## src/rtl/fir_impulse_probe.sv

```systemverilog
// Impulse-response probe for the FIR datapath.
// On arm: drive one full-scale Dirac sample, capture the next DEPTH filter outputs,
// track the peak value/index and the absolute sum, then stream the capture out
// over a valid/ready port.
//
// state   | meaning
// IDLE    | waiting for arm; stats from the last run remain visible
// CAPTURE | cnt = 0..DEPTH-1, fir_out written to mem[cnt] on each edge
// READ    | rd_valid high, one beat per rd_valid & rd_ready handshake
module fir_impulse_probe #(
    parameter int D_W   = 12,
    parameter int DEPTH = 64,
    parameter int IDX_W = $clog2(DEPTH),
    parameter int SUM_W = D_W + $clog2(DEPTH)
) (
    input  logic             clock,
    input  logic             reset,
    input  logic             arm,
    input  logic [D_W-1:0]   fir_out,
    output logic [D_W-1:0]   stim_out,
    output logic             busy,
    output logic             rd_valid,
    input  logic             rd_ready,
    output logic [D_W-1:0]   rd_data,
    output logic [IDX_W-1:0] rd_idx,
    output logic             rd_last,
    output logic             done,
    output logic             stats_valid,
    output logic [D_W-1:0]   peak_val,
    output logic [IDX_W-1:0] peak_idx,
    output logic [SUM_W-1:0] abs_sum
);

    typedef enum logic [1:0] {
        IDLE    = 2'd0,
        CAPTURE = 2'd1,
        READ    = 2'd2
    } state_t;

    localparam logic [D_W-1:0]   FULL_SCALE = {1'b0, {(D_W-1){1'b1}}};
    localparam logic [IDX_W-1:0] LAST_IDX   = IDX_W'(DEPTH - 1);

    state_t           state;
    logic [IDX_W-1:0] cnt;
    logic [IDX_W-1:0] rd_ptr;
    logic [D_W-1:0]   mem [DEPTH];
    logic [D_W:0]     sample_abs;

    // Magnitude of the incoming sample; one extra bit so -2^(D_W-1) does not wrap.
    always_comb begin
        sample_abs = {1'b0, fir_out};
        if (fir_out[D_W-1]) begin
            sample_abs = {(D_W+1){1'b0}} - {fir_out[D_W-1], fir_out};
        end
    end

    // Capture memory: one write per CAPTURE cycle, cleared by reset.
    always_ff @(posedge clock or posedge reset) begin
        if (reset) begin
            for (int i = 0; i < DEPTH; i++) begin
                mem[i] <= '0;
            end
        end else if (state == CAPTURE) begin
            mem[cnt] <= fir_out;
        end
    end

    // Sequencer with registered outputs and running statistics.
    always_ff @(posedge clock or posedge reset) begin
        if (reset) begin
            state       <= IDLE;
            cnt         <= '0;
            rd_ptr      <= '0;
            stim_out    <= '0;
            busy        <= 1'b0;
            rd_valid    <= 1'b0;
            done        <= 1'b0;
            stats_valid <= 1'b0;
            peak_val    <= '0;
            peak_idx    <= '0;
            abs_sum     <= '0;
        end else begin
            done <= 1'b0;
            case (state)
                IDLE: begin
                    if (arm) begin
                        state       <= CAPTURE;
                        cnt         <= '0;
                        busy        <= 1'b1;
                        stim_out    <= FULL_SCALE;
                        stats_valid <= 1'b0;
                    end
                end
                CAPTURE: begin
                    stim_out <= '0;
                    if (cnt == '0) begin
                        peak_val <= fir_out;
                        peak_idx <= '0;
                        abs_sum  <= SUM_W'(sample_abs);
                    end else begin
                        // Strictly greater only, so ties keep the earliest index.
                        if ($signed(fir_out) > $signed(peak_val)) begin
                            peak_val <= fir_out;
                            peak_idx <= cnt;
                        end
                        abs_sum <= abs_sum + SUM_W'(sample_abs);
                    end
                    if (cnt == LAST_IDX) begin
                        state       <= READ;
                        rd_ptr      <= '0;
                        rd_valid    <= 1'b1;
                        stats_valid <= 1'b1;
                    end else begin
                        cnt <= cnt + 1'b1;
                    end
                end
                READ: begin
                    if (rd_ready) begin
                        if (rd_ptr == LAST_IDX) begin
                            state    <= IDLE;
                            rd_valid <= 1'b0;
                            busy     <= 1'b0;
                            done     <= 1'b1;
                        end else begin
                            rd_ptr <= rd_ptr + 1'b1;
                        end
                    end
                end
                default: begin
                    state <= IDLE;
                end
            endcase
        end
    end

    // Readout port is a direct view of the registered pointer and memory,
    // so it cannot change while a beat is stalled.
    assign rd_data = mem[rd_ptr];
    assign rd_idx  = rd_ptr;
    assign rd_last = rd_valid && (rd_ptr == LAST_IDX);

endmodule

```

## config.mk

```make
export PLATFORM = sky130hd
export DESIGN_NAME = fir_impulse_probe
export DESIGN_NICKNAME = d
export VERILOG_FILES = /design/src/rtl/fir_impulse_probe.sv
export SDC_FILE = /design/constraint.sdc
export NUM_CORES = 2
export LEC_CHECK = 0
export CORE_AREA = 2 2 305 307
export DETAILED_ROUTE_END_ITERATION = 16
export DIE_AREA = 0 0 307 309
export SETUP_SLACK_MARGIN = 0.3
export SYNTH_ARGS = -nofsm -noshare
export SYNTH_HDL_FRONTEND = slang
export SYNTH_SLANG_ARGS = --single-unit
```

## constraint.sdc

```tcl
create_clock -name clock -period 36.4 [get_ports clock]
set_input_delay 3.64 -clock clock [delete_from_list [all_inputs] [get_ports clock]]
set_output_delay 3.64 -clock clock [all_outputs]
set_load 0.05 [all_outputs]
```

== After elaboration in Yosys (flattened, before gate mapping) ==
Index checks and enable logic that the tools add are counted.
Word-level totals
  flip-flop bits (word level): 834
  bits of input ports: 16
  output and inout bits: 71
Cells by class
  add/subtract/negate cells: 4
  magnitude comparators: 4
  eq/ne operators: 10
  muxes and demuxes: 37
  bitwise gates (word level): 2
  reductions and logical operators: 16
Operators with widths (count)
  $bwmux W768: 1
  $bmux W12 S6: 1
  $demux W12 S6: 1
  $mux W12: 6
  $mux W6: 7
  $pmux W12 S2: 1
  $pmux W6 S2: 2
  $add A18 B13 Y18: 1
  $mux W18: 1
  $reduce_and A4 Y1: 4
  $ge A7 B7 Y1 const B: 2
  $not A6 Y7: 2
  $mux W13: 1
  $sub A1 B12 Y13 const A: 1
  $add A6 B1 Y6 const B: 2
  $eq A6 B6 Y1 const B: 2
  $gt A12 B12 Y1: 1
  $ne A2 B2 Y1 const B: 5
  $mux W1: 8
  $mux W2: 4
  $reduce_bool A2 Y1: 4
  $lt A7 B1 Y1 const B: 1
  $logic_not A6 Y1: 1
  $pmux W1 S2: 3
  other kinds (8): 11

== Logic depth before layout (Yosys ltp) ==
  depth in word-level cells: 6
  depth in mapped cells: 14

== Worst setup path before layout ==
Ideal clock, no wire load.
  kind: register to output
  start: register rd_ptr[1] (netlist: rd_idx[1])
  end: output rd_data[0]
  data arrival time: 2868 ps
  data required time: 32760 ps
  setup slack: 29892 ps
  stages on the path, launching flop included: 8
  path buffers: 4
  cell sequence: dfrtp_1 -> buf_2 -> buf_2 -> buf_2 -> clkbuf_1 -> mux4_2 -> a221oi_1 -> o221ai_1
On the way
  cells in the longest elaborated chain, start to end: 4
RTL lines
  from (decl): line 45  | logic [IDX_W-1:0] rd_ptr;
  from (signal assigned): line 125  | rd_ptr <= rd_ptr + 1'b1;
  $not A6 Y7 (implied by the code): line 138  | assign rd_data = mem[rd_ptr];
  $bmux W12 S6: line 138
  $mux W12 (implied by the code) (2 in a row): line 138
  to (decl): line 24  | output logic [D_W-1:0] rd_data,
No other way between the ends. The select of a mux whose other input is x is not followed.

== Worst setup path after layout ==
  start: register rd_ptr[0] (netlist: rd_idx[0])
  end: output rd_data[7]
The elaborated chain is that of the path after synthesis.

==> results by group <==
Status
  • Status: complete, no violations

STA
  • # setup viols final: 0
  • F_max: 0.1049 GHz
  • Slew of the pin with the lowest slew margin: 1.296 ns
  • Crit share post-route: 26.18%
  • Tmin final: 9.530 ns
  • Final Max Slew Viols: 0
  • Final-report hold violation count: 0
  • Setup_tns: 0 ns
  • RSZ-0062 raised after global routing: no
  • Clock Skew: 0.01667 ns
  • Slew headroom: 13.25%
  • Setup slack after layout: 26.87 ns

CTS
  • Clk slew on worst S/H paths: 0.06 ns
  • H-tree depth: 3
  • Num CTS Buffers: 90
  • CTS tree: yes
  • Root Buffer: clkbuf_16
  • CTS max path bufs: 3
  • Post-cts sizing count: 0
  • Clk_lat worst skew: 0.66 ns
  • Hold buffer count at CTS: 0
  • Postcts setup bufs: 0
  • CTS sink count: 823

Min path
  • Class of the worst hold path: flop to flop

Drt
  • Routed WL: 100900 um
  • DRT iter0 DRCs: 1608
  • Wire length per cell: 25.76 um
  • Via Count: 23182
  • Drt drc: 0
  • Vias per cell: 5.917
  • Pre-Repair DR Iteration Count: 5
  • ANT nets after route: 0

Pwr
  • Worst ir drop on vdd: 0.00009163 V
  • Design Power: 2640 uW
  • Leakage: 0.01812 uW
  • Pwr Density: 61.55 nW/um^2

Synthesis
  • Async S/R FF share, synth: 100.0%
  • Synth area leader: dfrtp_1
  • Yosys cell types: 57
  • Avg Synthesized Cell Area: 14.32 um^2
  • Mapped Area: 38260 um^2
  • Synth area leaders: dfrtp_1 54%, mux2_2 21%, mux4_2 11%, nand2_1 1.7%, clkbuf_1 1.5%
  • Synth warn: 0
  • Seq/Total Area, Yosys: 53.83%
  • Dominant synthesized flop cell: dfrtp_1
  • Gate Count Post-Synth: 2671
  • Post-synth EDFFs: 0
  • Post-synth top area share: 53.83%
  • FF+latch count, synth: 823

Critical path
  • Startpoint types: flop
  • Largest stage delay on the critical path: 0.82 ns
  • Worst endpoint data arrival time: 5.89 ns
  • Top fanout value on the critical path: 107
  • Crit Path Category: flop to output pin
  • CP Buf/Inv Count: 4
  • CP max-delay cell: buf_4
  • CP delay by family, top: buffers and inverters
  • Crit. End Element: output pin
  • Critical Path, Cell by Cell: buf_12 > buf_4 > buf_4 > mux4_2 > a22o_1 > a221oi_1 > o221ai_1 > clkdlybuf4s50_1
  • CP dominant cell by count: buf_4
  • WP data required: 32.76 ns

Floorplan
  • Num rows: 111
  • Die area: 94860 um^2
  • Placeable Area: 91390 um^2
  • Top-Level Pins: 87
  • Starting Density: 41.86%
  • Chip height: 309 um
  • Chip Width: 307 um

Placement
  • # port buffers: 85
  • Post-DP Area: 39940 um^2
  • Setup Slack @ Placement: 27.36 ns
  • GPL Wtd Cong: 0.8405
  • Placed cells: 3751
  • Post-DP HPWL: 59840 um

Global route
  • Largest net degree at the start of global routing: 187
  • First-pass GRT wire length: 157100 um
  • GRT Total Usage: 21.72%
  • Global route overflow: 0
  • Vias in the first global route: 24681
  • Antenna violations before repair: 0

Cells and area
  • Nets: 2704
  • Fin area: 42890 um^2
  • Post-Layout Cell Count: 3918
  • Fillers: 7955
  • Diodes inserted: 0
  • Layout area overhead: 12.10%
  • Layout cell share with drive strength beyond 1: 42.06%

Flow run
  • Max_cap viols: 0
==> layout by cell type, fill, tap and decap left out, drive strengths merged, types with 4 or more instances in the layout <==
| cell type | instances |
|---|---|
| nor2 | 55 |
| a22o | 22 |
| mux2i | 8 |
| clkinvlp | 6 |
| a21oi | 23 |
| a21o | 8 |
| nand3 | 24 |
| o211ai | 4 |
| dfrtp | 823 |
| o21ai | 96 |
| nor3 | 14 |
| o31ai | 5 |
| mux4 | 192 |
| a221oi | 22 |
| nor2b | 7 |
| mux2 | 715 |
| nor4 | 10 |
| inv | 26 |
| nand4 | 10 |
| a31oi | 8 |
| clkdlybuf4s50 | 73 |
| or3 | 5 |
| clkinv | 32 |
| clkbuf | 123 |
| and4 | 5 |
| and2 | 7 |
| nand2 | 171 |
| xnor2 | 16 |
| o221ai | 11 |
| buf | 67 |
| ha | 30 |
| and3 | 9 |
| a22oi | 61 |
| nand2b | 7 |
==> Yosys cell counts (24+ instances only) <==
cell / number
ha_1: 30
o21ai_0: 95
a22oi_1: 61
nor2_1: 55
mux2_2: 715
clkbuf_1: 156
dfrtp_1: 823
buf_4: 26
buf_2: 55
mux4_2: 192
nand3_1: 24
nand2_1: 171
==> where the power goes <==
part           leakage, uW  internal (uW)  total [uW]  switching [uW]
Sequential         0.00983            968        1010            43.5
Combinational      0.00683            272         726             454
Clock              0.00146            513         902             389
Total               0.0181           1750        2640             886
==> worst paths after layout <==
check	from	endpoint	slack, ns	depth (start not counted)
max	rd_idx[0]	rd_data[7]	26.87	8
max reg2reg	peak_val[2]	peak_val[4]	32.91	8
min	mem[649]	mem[649]	0.48	2
min reg2reg	mem[649]	mem[649]	0.48	2
max in group asynchronous	reset	mem[68]	28.43	6
min in group asynchronous	reset	peak_val[7]	3.55	2
==> cell families (layout without fill, tap and decap cells) <==
logic type,after synthesis,after routing,share of synthesized area (%)
compound gates,284,284,5.023
xor+xnor,18,18,0.4121
fa+ha+maj,31,31,1.033
buf+inv,269,329,3.117
flops,823,823,53.83
mux,915,915,32.56
other cells,1,2,0.009802
simple gates,330,330,4.016
==> per-layer routing <==
layer	share of wire (%)	vias to the layer above	routed length, um	track usage [%]
met3	5.1	164	5160	3.727
met2	48	603	48680	35.45
met1	44	12536	44530	30.23
li1	-	9879	-	-
met5	0	-	0	0
met4	2.5	0	2561	5.752
==> state kept, by name (all words and copies together), names as in the netlist, 2 cells and up <==
signal and count:
mem 768, peak_val 12, rd_idx 6, abs_sum 18, peak_idx 6, cnt 6, state 2
==> per-stage QoR <==
step	hold slack [ns]	utilization, %
2_1_floorplan	0.4443	-
6_report	0.4804	46.93
4_1_cts	0.4826	46.93
5_1_grt	0.5014	46.93
3_3_place_gp	0.4567	43.71
3_5_place_dp	0.4697	43.71
==> area by class of cell <==
cell class / instances / area (um^2) / area share [%]
clock buffer: 123 / 2566 / 5.984
multi-input combinational: 1580 / 16530 / 38.54
tap: 1186 / 1484 / 3.460
sequential: 823 / 20600 / 48.04
clock inverter: 44 / 375.4 / 0.8752
inverter: 22 / 90.09 / 0.2101
timing repair buffer: 140 / 1241 / 2.894
==> tightest hold or removal path, delay by kind of cell (launching register included) <==
kind / cells / cell delay, ns
AOI/OAI and AO/OA: 1 / 0.06
DFF: 1 / 0.34
and+or+nand+nor: 1 / 0.05
Power figures use the tool's default switching activity.
